File: config.mk
export PLATFORM = sky130hd
export DESIGN_NAME = wb_ctrl_pipe
export DESIGN_NICKNAME = d
export VERILOG_FILES = /design/src/rtl/wb_ctrl_pkg.sv /design/src/rtl/wb_ctrl_decode.sv /design/src/rtl/wb_ctrl_pipe.sv
export SDC_FILE = /design/constraint.sdc
export NUM_CORES = 1
export LEC_CHECK = 0
export CAP_MARGIN = 5
export CORE_MARGIN = 8
export CORE_UTILIZATION = 32
export DETAILED_ROUTE_END_ITERATION = 6
export PLACE_DENSITY = 0.76
export SLEW_MARGIN = 20
export SYNTH_ARGS = -nofsm -noshare
export SYNTH_HDL_FRONTEND = slang
export SYNTH_SLANG_ARGS = --single-unit
File: constraint.sdc
create_clock -name clk -period 0.8 [get_ports clk]
set_input_delay 0.16 -clock clk [delete_from_list [all_inputs] [get_ports clk]]
set_output_delay 0.16 -clock clk [all_outputs]
set_load 0.02 [all_outputs]
File: src/rtl/wb_ctrl_pkg.sv
// Purpose: shared opcode/funct constants and the writeback control record for the WB control pipe.
// Latency: n/a (declarations only).
// Backpressure: n/a.
// Contents: opcode/funct constants, wb_sel_e encoding, wb_ctl_t control fields.
// A full stage record is {wb_ctl_t ctl, dst[RA_W-1:0]} = {reg_wr, mem_rd, sel[1:0], dst}.
package wb_ctrl_pkg;

  localparam logic [5:0] OP_RTYPE = 6'b000000;
  localparam logic [5:0] OP_LW    = 6'b100011;
  localparam logic [5:0] OP_ADDI  = 6'b001000;
  localparam logic [5:0] OP_ADDIU = 6'b001001;
  localparam logic [5:0] OP_ANDI  = 6'b001100;
  localparam logic [5:0] OP_ORI   = 6'b001101;
  localparam logic [5:0] OP_LUI   = 6'b001111;
  localparam logic [5:0] OP_JAL   = 6'b000011;

  localparam logic [5:0] FN_JR    = 6'b001000;
  localparam logic [5:0] FN_JALR  = 6'b001001;

  // Link register written by JAL.
  localparam int unsigned LINK_REG = 31;

  typedef enum logic [1:0] {
    WB_SEL_ALU  = 2'd0,
    WB_SEL_MEM  = 2'd1,
    WB_SEL_LINK = 2'd2,
    WB_SEL_RSVD = 2'd3
  } wb_sel_e;

  // Control half of a stage record; the destination field is appended by
  // users because its width is a module parameter.
  typedef struct packed {
    logic    reg_wr;
    logic    mem_rd;
    wb_sel_e sel;
  } wb_ctl_t;

endpackage

File: src/rtl/wb_ctrl_decode.sv
// Purpose: combinational decode of one instruction into a writeback control record.
// Latency: 0 cycles (pure combinational).
// Backpressure: none; output follows the input every cycle.
// Ports: inst_i/valid_i instruction in; ctl_o {reg_wr,mem_rd,sel}, dst_o destination register.
// Option: WB_LINK_EN enables JAL/JALR link writes (sel LINK); otherwise JAL is a NOP.
import wb_ctrl_pkg::*;

module wb_ctrl_decode #(
  parameter int INST_W = 32,
  parameter int RA_W   = 5
) (
  input  logic [INST_W-1:0] inst_i,
  input  logic              valid_i,
  output wb_ctl_t           ctl_o,
  output logic [RA_W-1:0]   dst_o
);

  logic [5:0]      opcode;
  logic [5:0]      funct;
  logic [RA_W-1:0] rd;
  logic [RA_W-1:0] rt;
  wb_ctl_t         ctl;
  logic [RA_W-1:0] dst;

  assign opcode = inst_i[31:26];
  assign funct  = inst_i[5:0];
  assign rd     = inst_i[11 +: RA_W];
  assign rt     = inst_i[16 +: RA_W];

  // rs and shamt do not influence writeback control.
  logic unused_fields;
  assign unused_fields = ^{inst_i[25:21], inst_i[10:6]};

  always_comb begin
    ctl = '{reg_wr: 1'b0, mem_rd: 1'b0, sel: WB_SEL_ALU};
    dst = '0;
    if (valid_i) begin
      unique case (opcode)
        OP_RTYPE: begin
          if (funct != FN_JR) begin
            ctl.reg_wr = 1'b1;
            dst        = rd;
`ifdef WB_LINK_EN
            if (funct == FN_JALR) ctl.sel = WB_SEL_LINK;
`endif
          end
        end
        OP_LW: begin
          ctl = '{reg_wr: 1'b1, mem_rd: 1'b1, sel: WB_SEL_MEM};
          dst = rt;
        end
        OP_ADDI, OP_ADDIU, OP_ANDI, OP_ORI, OP_LUI: begin
          ctl.reg_wr = 1'b1;
          dst        = rt;
        end
`ifdef WB_LINK_EN
        OP_JAL: begin
          ctl = '{reg_wr: 1'b1, mem_rd: 1'b0, sel: WB_SEL_LINK};
          dst = RA_W'(LINK_REG);
        end
`endif
        default: ;
      endcase
    end
    // A $0 destination is squashed to a full NOP: nothing is written, and a
    // load into $0 can never be a load-use hazard, so no stale fields travel.
    if (dst == '0) begin
      ctl = '{reg_wr: 1'b0, mem_rd: 1'b0, sel: WB_SEL_ALU};
    end
  end

  assign ctl_o = ctl;
  assign dst_o = dst;

endmodule

File: src/rtl/wb_ctrl_pipe.sv
// Purpose: decode writeback controls in ID and carry them through DEPTH pipeline stages.
// Latency: DEPTH clk edges from decode to wb_* outputs (absent hold).
// Backpressure: hold freezes all stages; bubble/flush inject a NOP into stage 0 while later stages advance.
// Ports: clk, rst_n (async active-low); id_inst/id_valid decode input; hold/bubble/flush control;
//        stg_reg_wr/stg_dst/stg_mem_rd per-stage views; wb_reg_wr/wb_dst/wb_sel at the last stage.
// Option: WB_LINK_EN (see wb_ctrl_decode) enables link writes for JAL/JALR.
import wb_ctrl_pkg::*;

module wb_ctrl_pipe #(
  parameter int DEPTH  = 3,   // legal 2..6; stage 0 is ID/EX, stage DEPTH-1 is WB
  parameter int INST_W = 32,
  parameter int RA_W   = 5
) (
  input  logic                   clk,
  input  logic                   rst_n,
  input  logic [INST_W-1:0]      id_inst,
  input  logic                   id_valid,
  input  logic                   hold,
  input  logic                   bubble,
  input  logic                   flush,
  output logic [DEPTH-1:0]       stg_reg_wr,
  output logic [DEPTH*RA_W-1:0]  stg_dst,
  output logic [DEPTH-1:0]       stg_mem_rd,
  output logic                   wb_reg_wr,
  output logic [RA_W-1:0]        wb_dst,
  output logic [1:0]             wb_sel
);

  typedef struct packed {
    wb_ctl_t         ctl;
    logic [RA_W-1:0] dst;
  } stage_t;

  stage_t dec_rec;
  stage_t stage_q [DEPTH];
  stage_t stage_d [DEPTH];

  wb_ctrl_decode #(
    .INST_W (INST_W),
    .RA_W   (RA_W)
  ) u_decode (
    .inst_i  (id_inst),
    .valid_i (id_valid),
    .ctl_o   (dec_rec.ctl),
    .dst_o   (dec_rec.dst)
  );

  // hold has priority: a flush arriving during hold is dropped, the
  // requester keeps it asserted until the pipe moves.
  always_comb begin
    for (int i = 0; i < DEPTH; i++) begin
      stage_d[i] = stage_q[i];
    end
    if (!hold) begin
      stage_d[0] = (flush || bubble) ? '0 : dec_rec;
      for (int i = 1; i < DEPTH; i++) begin
        stage_d[i] = stage_q[i-1];
      end
    end
  end

  always_ff @(posedge clk or negedge rst_n) begin
    if (!rst_n) begin
      for (int i = 0; i < DEPTH; i++) begin
        stage_q[i] <= '0;
      end
    end else begin
      for (int i = 0; i < DEPTH; i++) begin
        stage_q[i] <= stage_d[i];
      end
    end
  end

  // All outputs come straight from stage registers.
  for (genvar g = 0; g < DEPTH; g++) begin : g_stg_out
    assign stg_reg_wr[g]            = stage_q[g].ctl.reg_wr;
    assign stg_mem_rd[g]            = stage_q[g].ctl.mem_rd;
    assign stg_dst[g*RA_W +: RA_W]  = stage_q[g].dst;
  end

  assign wb_reg_wr = stage_q[DEPTH-1].ctl.reg_wr;
  assign wb_dst    = stage_q[DEPTH-1].dst;
  assign wb_sel    = stage_q[DEPTH-1].ctl.sel;

endmodule
After elaboration in Yosys (flattened, before gate mapping)
Index checks and enable logic that the tools add are counted.

operators by class
  equal/unequal tests = 7
  muxes and demuxes = 9
  reduce and logical (&&, ||, !) cells = 4

operators by type and width
  operator                                       number
  == test 6 x 4 -> 1 bit, second input constant  5
  two-way mux 5 bit                              2
  case mux 5 bit (2 select lines)                1
  two-way mux 9 bit                              1
  two-way mux 4 bit                              2
  == test 6 bit, second input constant           1
  zero test 6 bit                                1
  != test 6 x 4 -> 1 bit, second input constant  1
  OR reduction 6 bit                             1
  zero test 5 bit                                1
  two-way mux 3 bit                              1
  case mux 1 bit (2 select lines)                1
  logical OR 1 bit                               1
  two-way mux 1 bit                              1

storage, ports and cells
  bits of input ports = 38
  register bits = 27
  output and inout bits = 29

Depth between registers and ports, before layout
Gate-level depths: netlist of run 1.

  depth in word-level cells = 7
  mapped depth = 5

By module
A second synthesis of run 1 with hierarchy kept.

unflattened totals
  cells, all modules = 122
  area, all modules = 1539.0 um^2

modules (own cells, without submodules)
  module          times used  area an instance (um^2)  cells an instance
  wb_ctrl_pipe    1           1346.3                   96
  wb_ctrl_decode  1           192.7                    26

Worst setup path before layout of run 1
No wires, ideal clock.

  path type = input port to flip-flop
  from = in bubble
  to = reg stage_q[23] (netlist name)
  arrival time = 1130 ps
  path slack = -405 ps
  buffers on the path = 1
  data required time = 726 ps
  stages on the path = 5
  cell sequence = or4b_1 > buf_2 > a21oi_1 > a22oi_1 > o21ai_2

between the ends
  cells in the longest elaborated chain, start to end = 2

ends and longest elaborated chain
  item                            RTL line            text
  start: declaration              wb_ctrl_pipe.sv:19  input logic bubble,
  logical OR 1 bit                wb_ctrl_pipe.sv:55  stage_d[0] = (flush || bubble) ? '0 : dec_rec;
  two-way mux 9 bit               wb_ctrl_pipe.sv:55
  end signal: indexed assignment  wb_ctrl_pipe.sv:69  stage_q[i] <= stage_d[i];
  end: declaration                wb_ctrl_pipe.sv:35  stage_t stage_q [DEPTH];

Every way passes these cells.
A chain may end at the register's enable or synchronous reset.

Worst setup path after layout of run 1
  from = in id_inst[30]
  to = reg stage_q (netlist bit stg_dst[3])

between the ends
  cells in the longest elaborated chain, start to end = 5

ends and longest elaborated chain
  item                                                     RTL line              text
  start: declaration                                       wb_ctrl_pipe.sv:16    input logic [INST_W-1:0] id_inst,
  == test 6 bit or == test 6 x 4 -> 1 bit (tied branches)  wb_ctrl_decode.sv:38  unique case (opcode)
  OR reduction 6 bit (no line)                             n/a
  case mux 5 bit (2 select lines) *                        wb_ctrl_decode.sv:38
  two-way mux 5 bit *                                      wb_ctrl_decode.sv:37  if (valid_i) begin
  two-way mux 9 bit *                                      wb_ctrl_pipe.sv:55

Every way passes the cells marked *; elsewhere a longest branch is shown, timed or not.

==> impl_metrics.yaml, run 1 <==
timing:
  rsz0062_at_grt: "yes"
  fmax_mhz: 935
  setup_viol: 49
  finalSetupTns_ps: -10100
  period_minus_slack_ps: 1070
  finalWorstSetupSlack_ps: -269
  final-hold-violation-count: 0
  post-route-period-util: 1.34
  slew_viol_final: 0
  fin_skew_ps: 7.76
critical_path:
  crit_arrival_ps: 1300
  path_max_fanout: 3
  worstPathRequired_ps: 1040
  endpoint: "stg_dst[3]$_DFFE_PN0N_"
  r2r_setup_slack_ps: -240
  reg2regPathDepth: 3
  cp-startpoint: "id_inst[30]"
  end_kind: "flop"
  path_class: "in -> reg"
  cp-start-kind: "primary input"
  r2r-start: "wb_reg_wr$_DFFE_PN0N_"
  r2r_end: "wb_reg_wr$_DFFE_PN0N_"
detailed_routing:
  antenna_left: 0
  vias: 945
  drtIter0Drc: 14
  drc: 0
  viasPerCell: 4.80
  routed_wl_um: 3140
  firstDrtPassIters: 2
  routedWlPerCell_um: 15.9
synthesis:
  synth_mux_area_frac: 0.158
  ys_seq_area_frac: 0.525
  synth-compound-area-share: 0.132
  ys_types: 24
  synthCells: 84
  mappedNetlistArea_um2: 1000
  synth_xor_area_frac: 0
  avgSynthCellArea_um2: 11.9
  yosys.area_share.simple: 0.109
  synth.net_count: 122
  ys_warn_count: 0
  ys_ff_latch: 21
  synth_top_family_by_area: "multiplexers"
  synth-adder-area-share: 0
job:
  cap_violations: 0
outcome:
  violations: "negative setup slack"
  status: "finished with violations"
floorplan:
  die_area_um2: 5170
  start_util: 0.333
  placementRows: 20
  io_pins: 67
  coreArea_um2: 3000
  die-width_um: 71.9
  die_y_um: 71.9
pwr:
  power_leakage_nw: 0.941
  power_density_nw_per_um2: 958
  pwr-share-seq: 0.550
  internal_power_w: 0.00148
  pwr-share-comb: 0.194
  vdd_drop_max_mv: 0.545
  switching_share: 0.247
  p_total_w: 0.00196
  power.switching_w: 0.000485
  pwr-share-clk: 0.256
clock_tree:
  cts_sinks: 21
  cts_buffers: 3
  clk_latency_ps: 300
  clockRootBuffer: "clkbuf_4"
  cts_buffer_depth: 2
  cts_tree: "built"
  clk_pin_slew_worst_paths_ps: 120
  htreeDepth: 1
global_routing:
  grt_max_degree: 22
  grt_util_all_layers: 0.125
  antenna_found_initial: 0
  grt_overflow: 0
  first_global_vias: 1085
  grt_pass1_wl_um: 5260
cells_and_area:
  antenna_cells: 0
  layout-drive-gt1-share: 0.774
  final_cell_mix: "buf_6 (50), dfrtp_2 (20), mux2_4 (13), buf_4 (13), clkdlybuf4s50_1 (9)"
  final_area_um2: 2050
  mostFrequentLayoutCell: "buf_6"
  final_nets: 203
  area_delta_synth_final_pct: 105
  final_util: 0.683
place:
  post_dp_cell_area_um2: 1810
  hpwl_um: 2380
  place.gp.congestion: 0.805
  port_buffers: 55
  pre_cts_slack_ps: -948
min_path:
  hold_path_class: "in -> async"
[metal layers]
metal	track usage	share of wire	vias up
li1	-	-	448
met1	0.139	0.41	450
met2	0.219	0.50	45
met4	0.0204	0.0013	0
met5	0	0	-
met3	0.0510	0.085	2
[flip-flops by register name (all words and copies together), names as in the netlist]
register    cells
stage_q         2
stg_dst        10
stg_reg_wr      2
wb_dst          5
wb_reg_wr       1
wb_sel          1
[power by group through the flow]
stage / clock network [W] / logic, W / registers, W
after detailed placement: 0 / 0.000360 / 0.00110
after global routing: 0.000579 / 0.000409 / 0.00108
final: 0.000503 / 0.000380 / 0.00108
after global placement: 0 / 0.000352 / 0.00110
after floorplan: 0 / 0.000110 / 0.00111
after CTS: 0.000514 / 0.000372 / 0.00108
[critical path, cell delays in order]
cell and delay, ps:
buf_6 90, or3_4 410, a211oi_4 290, buf_4 160, a22oi_2 50, o21ai_2 140
[layout make-up]
| class | count | area (µm²) |
|---|---|---|
| timing repair buffer | 87 | 896 |
| fill | 228 | 953 |
| tap | 33 | 41.3 |
| clock inverter | 1 | 5.00 |
| multi-input combinational | 52 | 534 |
| sequential | 21 | 551 |
| clock buffer | 3 | 22.5 |
[metrics by stage]
stage          hold slack (ps)  cells
3_3_place_gp               512    187
3_5_place_dp               518    187
6_report                   185    197
2_1_floorplan             -136     84
5_1_grt                    179    197
4_1_cts                    191    196
[worst min-delay path by stage]
stage | from | to | slack [ps] | depth (start not counted)
after floorplan | rst_n | stage_q[14]$_DFFE_PN0N_ | -140 | 0
after global placement | wb_dst[3]$_DFFE_PN0N_ | wb_dst[3]$_DFFE_PN0N_ | 510 | 1
after detailed placement | rst_n | stg_dst[8]$_DFFE_PN0N_ | 520 | 2
after CTS | rst_n | stg_dst[8]$_DFFE_PN0N_ | 190 | 2
after global routing | rst_n | stg_dst[6]$_DFFE_PN0N_ | 180 | 2
final | rst_n | wb_reg_wr$_DFFE_PN0N_ | 180 | 2
[repair_timing]
action                                  in CTS  in global routing
endpoints found under the setup margin      49                 49
hold buffers                                 0                  0
gates resized for setup                    233                 25
pin swaps                                   16                  8
buffers inserted                             5                 10
hold endpoints to repair                     0                  0
[cell usage after synthesis]
cell	count	area share
dfrtp_1	21	0.52
mux2_1	9	0.10
buf_4	8	0.060
nand2_1	8	0.030
a22oi_1	6	0.045
mux2_2	5	0.056
o21ai_1	5	0.025
nor2_1	3	0.011
buf_1	2	0.0075
nor3_1	2	0.010
or3_1	2	0.012
a211oi_4	1	0.020
a21boi_0	1	0.0075
a21oi_1	1	0.0050
a21oi_2	1	0.0088
buf_2	1	0.0050
conb_1	1	0.0037
nand3_1	1	0.0050
nor4b_2	1	0.015
o21ai_2	1	0.0088
o22ai_2	1	0.012
or2_2	1	0.0063
or3b_2	1	0.0088
or4b_1	1	0.010
[cell families (layout without fill, tap and decap cells)]
kind of cell           after synthesis  count (layout)
other                                1               1
multiplexers                        14              14
AND/OR/NAND/NOR                     20              20
flip-flops                          21              21
buffers and inverters               11              91
AO/OA/AOI/OAI                       17              17
Note: power is estimated with default switching activity, not from simulation.
==> run 2, diff against run 1 <==
CORE_MARGIN = 2   (was 8)
RECOVER_POWER = 50   (was unset)
==> run 2 against run 1 <==
Effect of this change: the flow still finishes with violations (negative setup slack); sequential power is essentially flat; core utilization decreased by 4.3 points; sequential share of layout area rose by 1.8 points; clock skew hardly changed; global-route usage grew 3.3 points; die area decreased by 31%; hold slack better by 79 ps; register-to-register slack gained 80 ps; maximum frequency grew 1.8%; power is 1.4% lower; clock power grew 1%; via count down 0.63%; critical endpoint is now wb_sel[0]; largest cell class unchanged.
==> impl_metrics.yaml, run 2 (synthesis results as in run 1) <==
cells_and_area:
  seqCellArea_um2: 551
  area_delta_synth_final_pct: 91.9
  largest_reg_flops: 10
  mostFrequentLayoutCell: "buf_6"
  fillers: 255
  layout-drive-gt1-share: 0.758
  final_cell_mix: "buf_6 (43), dfrtp_2 (20), buf_4 (13)"
  final_nets: 200
  multiInputGateArea_um2: 513
  antenna_cells: 0
  fin_cells: 194
floorplan:
  die_y_um: 59.9
  coreArea_um2: 3000
  io_pins: 67
  placementRows: 20
  die_area_um2: 3590
  die-width_um: 59.9
  start_util: 0.333
clock_tree:
  clk_latency_ps: 300
  cts_buffers: 3
  cts_buffer_depth: 2
  htreeDepth: 1
  cts_hold_buf: 0
  clockRootBuffer: "clkbuf_4"
  cts_sinks: 21
  cts_tree: "built"
  clk_pin_slew_worst_paths_ps: 120
outcome:
  status: "finished with violations"
  violations: "negative setup slack"
timing:
  post-route-period-util: 1.31
  hold_ws_ps: 264
  slew_viol_final: 0
  setup_viol: 49
  finalWorstSetupSlack_ps: -250
  period_minus_slack_ps: 1050
  final-hold-violation-count: 0
  fin_skew_ps: 8.07
  tightest_slew_ps: 501
  fmax_mhz: 952
  rsz0062_at_grt: "yes"
  relSlewSlack: 0.666
critical_path:
  crit_arrival_ps: 890
  end_kind: "output pin"
  worstPathRequired_ps: 640
  r2r_end: "stg_dst[8]$_DFFE_PN0N_"
  critical_path.n_buffers_inverters: 1
  path_cells: "buf_6"
  crit_slowest_cell: "dfrtp_2"
  reg2regPathDepth: 2
  path_class: "reg -> out"
  path_delay_family: "flip-flops"
  r2r-start: "stg_dst[3]$_DFFE_PN0N_"
  r2r_setup_slack_ps: -160
  max_stage_delay_ps: 450
  path_max_fanout: 3
  cp-start-kind: "flop"
detailed_routing:
  vias: 939
  drtIter0Drc: 4
  firstDrtPassIters: 4
  viasPerCell: 4.84
  drc: 0
  routedWlPerCell_um: 14.3
  antenna_left: 0
  routed_wl_um: 2780
min_path:
  min_from: "id_inst[28]"
  hold_path_class: "in -> reg"
  hold_end: "stage_q[23]$_DFFE_PN0N_"
  whs_path_depth: 4
pwr:
  power_density_nw_per_um2: 1010
  power_leakage_nw: 0.905
  vdd_drop_max_mv: 0.489
place:
  dp.cells: 188
  port_buffers: 55
  place.gp.congestion: 0.737
  hpwl_um: 2030
global_routing:
  grt_max_degree: 22
  first_global_vias: 968
  grt_util_all_layers: 0.158
  antenna_found_initial: 0
  grt_pass1_wl_um: 4240
  grt_overflow: 0
job:
  cap_violations: 0
## run 2: cell types whose count changed in the layout (fill, tap and decap cells not counted), moves of 2 or more
cell             previous run  this run
buf_6                      50        43
dlygate4sd2_1               6        10
clkdlybuf4s15_2             2         0
mux2_4                     13        11
a22oi_1                     0         4
clkdlybuf4s50_1             9         6
buf_2                       2         9
clkbuf_2                    0         3
clkdlybuf4s15_1             4         0
mux2_2                      1         3
a22oi_2                     6         2
## run 2: worst register-to-register path, cell delays in order (launching register included)
cell and delay (ps):
dfrtp_2 450, buf_4 140, mux2_2 260
## run 2: per-stage QoR
step	setup WS (ps)	utilization	instance area, µm²	TNS, ps	total power [W]
floorplan	-398	-	1090	-3120	0.00122
global placement	-845	0.605	1820	-22530	0.00145
global route	-275	0.640	1920	-10760	0.00201
finish	-250	0.640	1920	-9560	0.00194
CTS	-245	0.632	1900	-9580	0.00194
detailed placement	-924	0.605	1820	-23380	0.00146
## run 2: power by group
| part | total, W | internal (W) | leakage (nW) | switching (W) |
|---|---|---|---|---|
| sequential | 0.00108 | 0.00107 | 0.260 | 0.00000875 |
| combinational | 0.000346 | 0.000192 | 0.630 | 0.000154 |
| clock | 0.000510 | 0.000194 | 0.0150 | 0.000316 |
## run 2: per-layer routing
metal | vias up | share of wire | global-route usage
met3 | 8 | 0.067 | 0.0260
met5 | - | 0 | 0
met2 | 49 | 0.51 | 0.286
met1 | 438 | 0.39 | 0.178
li1 | 444 | - | -
met4 | 0 | 0.025 | 0.0730
## run 2: layout make-up
cell class,instances,area share
multi-input combinational,52,0.267
timing repair buffer,84,0.411
tap,33,0.0215
clock buffer,4,0.0137
sequential,21,0.287
## run 2: what timing repair did
| action | in CTS | in global routing |
|---|---|---|
| setup endpoints to repair | 49 | 49 |
| endpoints found under the hold margin | 0 | 0 |
| setup buffers | 1 | 2 |
| resized for setup | 228 | 15 |
| pin swaps | 19 | 3 |
## run 2: worst max path at each step
stage | startpoint | endpoint | slack (ps) | depth (start not counted)
floorplan | bubble | stage_q[23]$_DFFE_PN0N_ | -400 | 5
global placement | id_inst[29] | stg_dst[2]$_DFFE_PN0N_ | -850 | 5
detailed placement | id_inst[29] | stg_dst[3]$_DFFE_PN0N_ | -920 | 5
CTS | stg_dst[3]$_DFFE_PN0N_ | stg_dst[3] | -250 | 1
global route | wb_sel[0]$_DFFE_PN0N_ | stg_mem_rd[2] | -280 | 1
finish | wb_sel[0]$_DFFE_PN0N_ | wb_sel[0] | -250 | 1
